===== config.mk =====
export PLATFORM = sky130hd
export DESIGN_NAME = sctag_iqbuf
export DESIGN_NICKNAME = d
export VERILOG_FILES = /design/src/rtl/sctag_iq_pkg.sv /design/src/rtl/sctag_iq_decode.sv /design/src/rtl/sctag_iqbuf.sv
export SDC_FILE = /design/constraint.sdc
export NUM_CORES = 2
export LEC_CHECK = 0
export BUFFER_PORTS_ARGS = -buffer_cell sky130_fd_sc_hd__clkbuf_2
export CAP_MARGIN = 20
export CORE_ASPECT_RATIO = 1.1
export CORE_MARGIN = 2
export CORE_UTILIZATION = 60
export DETAILED_ROUTE_END_ITERATION = 6
export PLACE_DENSITY = 0.77
export SYNTH_ARGS = -nofsm -noshare
export SYNTH_HDL_FRONTEND = slang
export SYNTH_SLANG_ARGS = --single-unit

===== constraint.sdc =====
create_clock -name rclk -period 19.8 [get_ports rclk]
set_input_delay 2.97 -clock rclk [delete_from_list [all_inputs] [get_ports rclk]]
set_output_delay 2.97 -clock rclk [all_outputs]
set_load 0.05 [all_outputs]

===== src/rtl/sctag_iq_pkg.sv =====
// PCX packet field positions and request-type codes shared by SCTAG blocks.
package sctag_iq_pkg;
  localparam int PCX_W        = 125;
  localparam int PCX_ATM      = 124;
  localparam int PCX_VBIT     = 123;
  localparam int PCX_RQTYP_HI = 122;
  localparam int PCX_RQTYP_LO = 118;
  localparam int PCX_NC       = 117;
  localparam int PCX_ADDR_HI  = 103;
  localparam int PCX_ADDR_LO  = 64;
  localparam int PCX_DATA_HI  = 63;
  localparam int PCX_DATA_LO  = 0;

  localparam logic [4:0] RQ_STORE   = 5'b00001;
  localparam logic [4:0] RQ_FWD_REQ = 5'b01101;

  // CSR space: addr[39:37]==3'b101 with addr[35] set
  localparam logic [2:0] CSR_SPACE = 3'b101;
  localparam int         CSR_BIT   = PCX_ADDR_LO + 35;
endpackage


===== src/rtl/sctag_iq_decode.sv =====
// Combinational head-packet decode (atomic / CSR / store); outputs forced low when not valid.
module sctag_iq_decode
  import sctag_iq_pkg::*;
(
  input  logic             vld,
  input  logic [PCX_W-1:0] pkt,
  output logic             atm,
  output logic             csr,
  output logic             st
);
  logic [4:0] rqtyp;

  assign rqtyp = pkt[PCX_RQTYP_HI:PCX_RQTYP_LO];
  assign atm   = vld & pkt[PCX_ATM];
  assign csr   = vld & (pkt[PCX_ADDR_LO+39:PCX_ADDR_LO+37] == CSR_SPACE) & pkt[CSR_BIT];
  // forwarded requests count as stores only when the NC bit is clear
  assign st    = vld & ((rqtyp == RQ_STORE) | ((rqtyp == RQ_FWD_REQ) & ~pkt[PCX_NC]));
endmodule


===== src/rtl/sctag_iqbuf.sv =====
// SCTAG input queue: circular FIFO of PCX packets with optional empty-queue bypass to the arbiter.
module sctag_iqbuf
  import sctag_iq_pkg::*;
#(
  parameter int DEPTH     = 16,
  parameter int DW        = 125,
  parameter int AF_MARGIN = 2,
  parameter int BYPASS_EN = 1
) (
  input  logic                       rclk,
  input  logic                       arst,
  input  logic                       pcx_vld_px2,
  input  logic [DW-1:0]              pcx_data_px2,
  input  logic                       arb_rdy_px2,
  output logic                       iq_vld_px2,
  output logic [DW-1:0]              iq_data_px2,
  output logic                       iq_atm_px2,
  output logic                       iq_csr_px2,
  output logic                       iq_st_px2,
  output logic [$clog2(DEPTH+1)-1:0] iq_cnt,
  output logic                       iq_afull,
  output logic                       iq_ovf_err
);
  localparam int PW = $clog2(DEPTH);
  localparam int CW = $clog2(DEPTH+1);
  localparam logic [CW-1:0] CNT_FULL = CW'(DEPTH);
  localparam logic [CW-1:0] AF_TH    = CW'(DEPTH - AF_MARGIN);
  localparam logic          BYP      = (BYPASS_EN != 0);

  logic [DW-1:0] mem [DEPTH];
  logic [PW-1:0] wr_ptr, rd_ptr;
  logic          empty, full, pop, pop_st, bypass, wr, drop;

  assign empty = (iq_cnt == '0);
  assign full  = (iq_cnt == CNT_FULL);

  // reset gating keeps a live pcx packet from bypassing while arst is held
  assign iq_vld_px2  = ~arst & (~empty | (BYP & pcx_vld_px2));
  assign iq_data_px2 = ~empty ? mem[rd_ptr] : (BYP ? pcx_data_px2 : '0);
  assign iq_afull    = ~arst & (iq_cnt >= AF_TH);

  assign pop    = iq_vld_px2 & arb_rdy_px2;
  assign pop_st = pop & ~empty;
  assign bypass = pop & empty;
  assign wr     = pcx_vld_px2 & ~bypass & (~full | pop_st);
  assign drop   = pcx_vld_px2 & full & ~pop_st;

  sctag_iq_decode u_dec (
    .vld (iq_vld_px2),
    .pkt (iq_data_px2[PCX_W-1:0]),
    .atm (iq_atm_px2),
    .csr (iq_csr_px2),
    .st  (iq_st_px2)
  );

  // storage is not reset; only pointers/count qualify its contents
  always_ff @(posedge rclk) begin
    if (wr) mem[wr_ptr] <= pcx_data_px2;
  end

  always_ff @(posedge rclk or posedge arst) begin
    if (arst) begin
      wr_ptr     <= '0;
      rd_ptr     <= '0;
      iq_cnt     <= '0;
      iq_ovf_err <= 1'b0;
    end else begin
      if (wr)     wr_ptr <= wr_ptr + PW'(1);
      if (pop_st) rd_ptr <= rd_ptr + PW'(1);
      case ({wr, pop_st})
        2'b10:   iq_cnt <= iq_cnt + CW'(1);
        2'b01:   iq_cnt <= iq_cnt - CW'(1);
        default: iq_cnt <= iq_cnt;
      endcase
      if (drop) iq_ovf_err <= 1'b1;
    end
  end
endmodule


==> run metrics <==
status finished clean; RD Place Congestion between 0.7 and 0.8; Synth top area share 0.775; Finished Cell Area slightly below 90,000 µm²; Comb power frac 0.348; Routed Wire Length 181,000 µm; Hold Path Class flip-flop to flip-flop; Hold Path Depth 1; Switching Share 0.347; Synth Warn # 0; sequential share of power 0.393; Leakage ~28 nW; Filler cells approximately 7,600; Syn Std Cell Area a little under 80,000 µm²; Synth area leader edfxtp_1; clock insertion delay at the later pin of the skew report 0.83 ns; sequential cell area fraction in the yosys report 0.780; Finished Core Util 0.675; Hold Startpoint iq_ovf_err$_DFFE_PP0P_; total grt overflow 0; clock buffer count from CTS ~190; Max Clk Rate around 100 MHz; Layout Nets roughly 3,800; clock share of power 0.259; kind of critical path flip-flop to output pin; minimum clock period between 9 and 10 ns; wire per inst between 30 and 40 µm; count of different cell masters after synthesis 40; Synth async-reset ratio 0.00695; initial antenna violation count 20; Syn Nets roughly 3,400; Area contributors post-synth edfxtp_1, mux4_2, nand2_1, dfrtp_1, buf_6; final setup vio count 0; H-tree depth 4; crit-path max FO 69; first-pass GRT wire length ~260,000 µm; Slew HR 0.252; Sink Count around 2,000; Max Clock Skew about 0.028 ns; internal power 0.00883 W; Reg clk slew, reported paths 0.07 ns; Critical Path AT about 7 ns; CP Data Required Time ~17 ns; largest net degree at the start of global routing about 110; I/O Pins 265; detailed-route via count approximately 37,000; Hold-fix buffers, CTS 0; die width between 300 and 400 µm; flop-to-flop setup slack between 15 and 20 ns; HPWL after DPL 84,500 µm; CTS max path bufs 3; Initial Util 0.603; Slew Limit Fails 0; final hold violations 0; crit path launch type flip-flop; Area Overhead vs Synth 11.9%; GRT Resource Usage Total 0.279; Fin Hold WS a little under 0.5 ns; Routed Antenna Nets 0; pwr dens 156 nW/µm²; final period utilization 0.504; Max Cap Viol 0; VDD IR max 162 µV; DRT iter0 DRCs about 4,600; Root Driver clkbuf_16; setup TNS 0 ns; die area between 100,000 and 150,000 µm²; Hold Path End iq_ovf_err$_DFFE_PP0P_; Power Total about 0.014 W; CTS tree built; DRT Pass-1 Iters 5; Die Height around 380 µm; site row count 138; reg2reg path depth 11; CORE AREA ~130,000 µm²; crit end category output pin; #FFs+latches synth approximately 2,000; number of global-route vias before repair about 38,000; Mapped Cells around 3,300; vias per cell approximately 6.7; post-cts sizing count 0; postcts setup bufs 0; layout cells sized above 1 0.325; placed instance area between 80,000 and 90,000 µm²; ys flop type edfxtp_1; Remaining DRCs 0; R2R Path Start iq_cnt[1]$_DFFE_PP0P_; switching pwr about 0.0047 W; Avg Inst Size Synth between 20 and 25 µm²; reg-to-reg endpoint iq_cnt[4]$_DFFE_PP0P_; Port Buffers around 260; RSZ-0062 raised after global routing false; EDFF count, synth 2,000; slew of the pin with the lowest slew margin approximately 1.1 ns
-- state kept, by name, summed over array words and instances, names as in the netlist --
register / flops
wr_ptr: 4
rd_ptr: 4
iq_cnt: 5
iq_ovf_err: 1
mem: 2000
-- cell usage after synthesis, types with 2 or more instances --
cell type and instances:
edfxtp_1 2000, mux4_2 615, nand2_1 379, clkbuf_1 58
buf_2 46, buf_1 31, buf_6 21, nor2_1 19
buf_4 14, dfrtp_1 14, mux2i_1 13, xnor2_1 9
ha_1 8, a21oi_1 6, inv_1 6, mux2_2 5
mux4_1 4, nor3_1 4, o21ai_0 4, nand2b_1 3
nor2b_1 3, a21o_1 2, a31oi_1 2, nand4_1 2
o32ai_1 2
-- cell families after synthesis --
family	share of synthesized area
xor gates and xnor gates	0.00113
muxes	0.183
AOI/OAI and AO/OA	0.00191
DFF	0.780
buffers and inverters	0.0122
and+or+nand+nor	0.0207
adders and majority gates	0.00155
-- cell type report --
cell class                 count  area [µm²]  share of cell area
sequential                  2014       60400               0.697
tap                         1680        2100              0.0242
multi-input combinational   1094       16200               0.187
clock inverter               110        1020              0.0118
antenna                       13        32.5            0.000375
inverter                       6        22.5            0.000260
clock buffer                 234        4910              0.0566
timing repair buffer         330        1940              0.0223
-- worst max-delay path by stage --
| stage | to | depth (start not counted) | from | slack (ns) |
|---|---|---|---|---|
| global route | iq_data_px2[24] | 9 | rd_ptr[1]$_DFFE_PP0N_ | 9.58 |
| floorplan | mem[3][0]$_DFFE_PP_ | 6 | arb_rdy_px2 | 6.71 |
| finish | iq_data_px2[24] | 9 | rd_ptr[1]$_DFFE_PP0N_ | 9.82 |
| detailed placement | iq_data_px2[24] | 9 | rd_ptr[1]$_DFFE_PP0N_ | 10.62 |
| global placement | iq_data_px2[24] | 9 | rd_ptr[1]$_DFFE_PP0N_ | 10.67 |
| CTS | iq_data_px2[24] | 9 | rd_ptr[1]$_DFFE_PP0N_ | 9.69 |
-- cells in the final DEF, fill, tap and decap left out, types with 2 or more instances in the layout --
cell / synthesis / layout
clkbuf_16: 0 / 189
a21oi_1: 6 / 6
o21ai_0: 4 / 4
mux4_2: 615 / 615
nor2b_1: 3 / 3
buf_12: 1 / 8
mux4_1: 4 / 4
nor3_2: 0 / 4
mux2_2: 5 / 5
clkinv_8: 0 / 2
dfrtp_4: 0 / 4
nand2b_1: 3 / 2
clkinv_4: 0 / 2
diode_2: 0 / 13
a21o_1: 2 / 2
xnor2_1: 9 / 9
inv_16: 0 / 2
nor2_1: 19 / 6
clkbuf_2: 0 / 264
mux2i_1: 13 / 13
edfxtp_1: 2000 / 2000
buf_4: 14 / 57
inv_6: 0 / 7
dfrtp_1: 14 / 10
nand2_1: 379 / 379
bufinv_16: 0 / 15
a31oi_1: 2 / 2
ha_1: 8 / 8
clkinvlp_4: 0 / 4
inv_1: 6 / 6
clkinv_1: 0 / 43
nor2_4: 0 / 13
clkbuf_1: 58 / 44
clkinv_16: 0 / 2
nand4_1: 2 / 2
clkinv_2: 0 / 32
o32ai_1: 2 / 2
-- worst max-delay path: stages (launching register included) --
cell	delay, ns
dfrtp_4	1.03
buf_4	0.85
buf_4	0.88
buf_4	0.91
buf_4	0.90
mux4_2	0.46
mux4_2	0.53
nand2_1	0.10
nand2_1	0.12
clkbuf_2	0.26
-- power groups by stage --
stage / registers, W / logic (W) / clock network [W]
detailed placement: 0.00540 / 0.00469 / 0
finish: 0.00532 / 0.00471 / 0.00350
floorplan: 0.00538 / 0.00356 / 0
global placement: 0.00537 / 0.00467 / 0
CTS: 0.00533 / 0.00475 / 0.00354
global route: 0.00535 / 0.00493 / 0.00369
-- metrics by stage --
stage	setup WS, ns	std cells
final	9.82	5481
after global routing	9.58	5476
after CTS	9.69	5467
after detailed placement	10.62	5123
after global placement	10.67	5123
after floorplan	6.71	3285
-- metal layers --
layer	wire length, µm	share of wire	global-route usage	vias up
met2	93300	0.52	0.460	2192
met1	65900	0.36	0.384	19600
met4	5420	0.030	0.0981	12
met3	16000	0.088	0.0466	313
li1	-	-	-	14600
met5	71	0.00039	0	-
No activity file was read; power rests on OpenSTA's default activity.
